$ cat src/rtl/int_cont_bank.sv
// ---------------------------------------------------------------------------
// int_cont_bank
// Interrupt control register bank for the LVDA.
//   - NCH inhibit bits (1 = inhibited), modified by PIO commands accepted
//     only while the V1 phase strobe is high (set bit / clear bit /
//     write all / no-op).
//   - Per-channel rising-edge detectors feeding pending latches, with a
//     CPU acknowledge that clears one pending bit.
//   - Registered lowest-index-first priority encoder over pending & ~icr.
//
// Ports:
//   SIM_CLK    clock; all state changes on its rising edge
//   SIM_RST    asynchronous active-low reset
//   V1         phase strobe; commands are accepted only while it is high
//   cmd_valid  command request, held by the requester until accepted
//   cmd_op     00 set, 01 clear, 10 write all, 11 no-op
//   cmd_sel    channel index for set/clear
//   cmd_data   value for write all
//   cmd_ready  combinational, equal to V1
//   int_src    raw interrupt sources (synchronous to SIM_CLK)
//   ack        single-cycle acknowledge pulse
//   ack_num    channel being acknowledged
//   icr        inhibit register
//   icr_n      complement of icr
//   pending    pending latches
//   int_out    registered: any unmasked channel pending
//   int_num    registered: lowest unmasked pending index, 0 when idle
// ---------------------------------------------------------------------------
module int_cont_bank #(
    parameter int               NCH     = 13,
    parameter int               IW      = 5,
    parameter logic [NCH-1:0]   RST_ICR = '1
) (
    input  logic            SIM_CLK,
    input  logic            SIM_RST,
    input  logic            V1,
    input  logic            cmd_valid,
    input  logic [1:0]      cmd_op,
    input  logic [IW-1:0]   cmd_sel,
    input  logic [NCH-1:0]  cmd_data,
    output logic            cmd_ready,
    input  logic [NCH-1:0]  int_src,
    input  logic            ack,
    input  logic [IW-1:0]   ack_num,
    output logic [NCH-1:0]  icr,
    output logic [NCH-1:0]  icr_n,
    output logic [NCH-1:0]  pending,
    output logic            int_out,
    output logic [IW-1:0]   int_num
);

    logic [NCH-1:0] icr_q, icr_d;
    logic [NCH-1:0] src_q, src_d;
    logic [NCH-1:0] pending_q, pending_d;
    logic           int_out_q, int_out_d;
    logic [IW-1:0]  int_num_q, int_num_d;

    logic [NCH-1:0] sel_mask_s;
    logic [NCH-1:0] ack_mask_s;
    logic [NCH-1:0] edge_s;
    logic [NCH-1:0] active_s;
    logic           cmd_acc_s;

    // Command handshake: a request is taken on any V1 cycle.
    always_comb begin
        cmd_ready = V1;
        cmd_acc_s = cmd_valid & V1;
    end

    // One-hot decodes of cmd_sel and ack_num; indices >= NCH decode to zero,
    // which turns out-of-range set/clear/ack into harmless no-ops.
    always_comb begin
        sel_mask_s = '0;
        ack_mask_s = '0;
        for (int i = 0; i < NCH; i++) begin
            sel_mask_s[i] = (cmd_sel == IW'(i));
            ack_mask_s[i] = ack & (ack_num == IW'(i));
        end
    end

    // Inhibit register next state.
    always_comb begin
        icr_d = icr_q;
        if (cmd_acc_s) begin
            case (cmd_op)
                2'b00:   icr_d = icr_q | sel_mask_s;
                2'b01:   icr_d = icr_q & ~sel_mask_s;
                2'b10:   icr_d = cmd_data;
                default: icr_d = icr_q;
            endcase
        end else begin
            icr_d = icr_q;
        end
    end

    // Edge detection and pending latches; a fresh edge overrides an ack on
    // the same channel because the OR is applied after the ack clear.
    always_comb begin
        src_d     = int_src;
        edge_s    = int_src & ~src_q;
        pending_d = (pending_q & ~ack_mask_s) | edge_s;
    end

    // Lowest-index-first priority encoder over unmasked pending bits; the
    // downward scan lets the lowest set index be the last one written.
    always_comb begin
        active_s  = pending_q & ~icr_q;
        int_out_d = |active_s;
        int_num_d = '0;
        for (int i = NCH - 1; i >= 0; i--) begin
            if (active_s[i]) begin
                int_num_d = IW'(i);
            end else begin
                int_num_d = int_num_d;
            end
        end
    end

    // State registers with asynchronous active-low reset.
    always_ff @(posedge SIM_CLK or negedge SIM_RST) begin
        if (!SIM_RST) begin
            icr_q     <= RST_ICR;
            src_q     <= '0;
            pending_q <= '0;
            int_out_q <= 1'b0;
            int_num_q <= '0;
        end else begin
            icr_q     <= icr_d;
            src_q     <= src_d;
            pending_q <= pending_d;
            int_out_q <= int_out_d;
            int_num_q <= int_num_d;
        end
    end

    // Output drive straight from the registers.
    always_comb begin
        icr     = icr_q;
        icr_n   = ~icr_q;
        pending = pending_q;
        int_out = int_out_q;
        int_num = int_num_q;
    end

endmodule

$ cat config.mk
export PLATFORM = sky130hd
export DESIGN_NAME = int_cont_bank
export DESIGN_NICKNAME = d
export VERILOG_FILES = /design/src/rtl/int_cont_bank.sv
export SDC_FILE = /design/constraint.sdc
export NUM_CORES = 1
export LEC_CHECK = 0
export ABC_AREA = 1
export BUFFER_PORTS_ARGS = -buffer_cell sky130_fd_sc_hd__buf_2
export CORE_MARGIN = 2
export CORE_UTILIZATION = 52
export DETAILED_ROUTE_END_ITERATION = 16
export GPL_ROUTABILITY_DRIVEN = 0
export PLACE_DENSITY = 0.83
export RECOVER_POWER = 100
export SYNTH_ARGS = -nofsm -noshare
export SYNTH_HDL_FRONTEND = slang
export SYNTH_SLANG_ARGS = --single-unit
$ cat constraint.sdc
create_clock -name SIM_CLK -period 3 [get_ports SIM_CLK]
set_clock_uncertainty 0.15 [all_clocks]
set_input_delay 0.45 -clock SIM_CLK [delete_from_list [all_inputs] [get_ports SIM_CLK]]
set_output_delay 0.45 -clock SIM_CLK [all_outputs]
set_load 0.03 [all_outputs]
==> reports/results.txt <==
Detailed Route WL = 5.64 mm
1st-iter DRT viols = 180
Post-DP HPWL = 4.28 mm
Max stage delay cell, worst path = ha_1
Largest net degree at the start of global routing = 45
Synth area leaders = dfrtp_1 (35%), dfstp_2 (16%), nand2_1 (9.3%)
Critical Path Start Type = input port
Core footprint = 4030 um2
Worst path top cell family by delay = buffers and inverters
Drt wl/cell = 14.0 um
Arr. time, crit path = 2.33 ns
Rel. slew slack = 0.367
Final setup fails = 0
Die W = 68.9 um
Commonest non-fill, non-tap cells in the layout = nand2_1 (55), clkbuf_1 (53), inv_1 (49)
Actual slew at the worst max-slew pin = 0.950 ns
Most frequent cell on the critical path = inv_1
Number of global-route vias before repair = 1979
DRC violations left = 0
Synthesized flop and latch total = 44
Tmin final = 2.24 ns
I/O pin cnt = 89
Setup crit end kind = flip-flop
Die Y = 68.9 um
CTS buffer count = 5
Root Buffer = clkbuf_8
Top-area cell type share of the netlist area = 0.354
Fin nets = 397
RSZ-0062 raised after global routing = false
Fin. max-slew vios = 0
Final Cycle Share = 0.748
Bufs and invs on worst path = 4
Clock sink count = 44
Netlist Area Pre-Place = 2190 um2
Synthesis-to-layout area growth = 22.6%
Via count = 2141
Reg clk slew, reported paths = 0.08 ns
Syn avg cell area = 8.32 um2
Critical path class = in -> reg
GRT Total Usage = 0.253
Synth cell types = 31
# diodes = 0
Share of cells above drive strength 1 = 0.170
CP Cell Sequence = clkbuf_1 -> inv_1 -> ha_1 -> inv_1 -> nand2_1 -> inv_1 -> a21oi_1 -> a31o_1
Grt ovf = 0
Power per cell area = 665 nW/um2
Setup_tns = 0 ns
Cells after synthesis = 263
H-tree depth = 2
Seq/Total Area, Yosys = 0.511
First-pass GRT wire length = 8.76 mm
Commonest non-fill, non-tap cell in the layout = nand2_1
Post-CTS Setup Inserts = 0
Endpoints failing hold = 0
Via/cell ratio = 5.33
Max-Cap Viols = 0
Max incr delay on CP = 0.56 ns
Post-DRT Antenna Nets = 0
Clk_lat worst skew = 0.29 ns
Port bufs = 87
Maximum vdd drop = 0.400 mV
Setup slack after layout = 0.757 ns
Floorplan row count = 23
Drt pass-1 iters = 5
Syn Nets = 309
Clock Path Buffers = 2
Pre-CTS setup slack = 0.638 ns
Outcome = finished clean
Worst Hold Class = in -> reg
Ys Warns = 0
CP max FO = 15
Initial Util = 0.543
Cell type with the highest aggregate area in the netlist = dfrtp_1
Hold-fix buffers, CTS = 0
P_leak = 0.00127 uW
Die area = 4740 um2
Peak Freq = 0.446 GHz
Initial antenna violation count = 0
Post-CTS Resized = 0
Critical path required time = 3.09 ns
TritonCTS clock tree = done
[flip-flops by register name, summed over array words and instances (netlist names)]
register / flops
icr: 13
pending: 13
src_q: 13
int_num: 4
int_out: 1
[synthesized netlist by cell type (all sizes together)]
| library cell | n |
|---|---|
| a21oi | 25 |
| nand4 | 3 |
| o31ai | 2 |
| o21ai | 32 |
| nor3 | 4 |
| inv | 51 |
| a211o | 1 |
| conb | 1 |
| clkbuf | 3 |
| a31o | 1 |
| o211ai | 2 |
| nor4 | 1 |
| a32o | 2 |
| o22ai | 1 |
| ha | 3 |
| or2 | 1 |
| dfrtp | 31 |
| nand2 | 55 |
| buf | 3 |
| o32ai | 5 |
| nor2 | 11 |
| o21bai | 1 |
| dfstp | 13 |
| nand3 | 8 |
| a31oi | 3 |
[power breakdown]
part	total (uW)	leakage, uW	switching (uW)	internal [uW]
Sequential	749	0.000467	47.1	702
Combinational	652	0.000756	500	152
Clock	381	0.0000445	194	187
[per-layer routing]
| metal | global-route usage | part of all wire | up-vias |
|---|---|---|---|
| met1 | 0.316 | 0.41 | 969 |
| met2 | 0.422 | 0.48 | 126 |
| met5 | 0 | 0 | - |
| li1 | - | - | 1035 |
| met3 | 0.0552 | 0.095 | 11 |
| met4 | 0.110 | 0.018 | 0 |
[logic make-up (layout without fill, tap and decap cells)]
kind of cell             after synthesis  after routing  synth area share
other                                  1              1           0.00171
flip-flops                            44             44             0.511
buffers and inverters                 57            146             0.101
AO/OA/AOI/OAI                         75             75             0.196
adder cells (fa/ha/maj)                3              3            0.0172
AND/OR/NAND/NOR                       83             83             0.173
[final cells by class]
class	instances	area, um2
clock buffer	7	86.3
clock inverter	1	7.51
fill	388	1350
inverter	51	191
multi-input combinational	162	847
sequential	44	1120
tap	50	62.6
timing repair buffer	87	370
[path summary, 6_finish.rpt]
kind / start / end / slack, ns / cells past startpoint
max in group asynchronous: SIM_RST / pending[12]$_DFF_PN0_ / 1.96 / 1
hold reg to reg: src_q[1]$_DFF_PN0_ / pending[1]$_DFF_PN0_ / 0.27 / 1
setup reg to reg: icr[10]$_DFFE_PN1P_ / int_num[0]$_DFF_PN0_ / 1.41 / 12
min in group asynchronous: SIM_RST / pending[10]$_DFF_PN0_ / 0.16 / 1
hold / removal: int_src[0] / src_q[0]$_DFF_PN0_ / 0.12 / 1
setup / recovery: cmd_op[0] / icr[8]$_DFFE_PN1P_ / 0.76 / 8
[stage by stage]
step,total power [uW],cell area [um2],std cells,utilization,hold slack (ns)
5_1_grt,1880,2680,402,0.666,0.108
2_1_floorplan,1220,2190,263,-,0.00441
4_1_cts,1830,2750,402,0.683,0.116
3_5_place_dp,1440,2660,394,0.659,0.258
3_3_place_gp,1430,2660,394,0.659,0.252
6_report,1780,2680,402,0.666,0.122
Note: power is estimated with default switching activity, not from simulation.
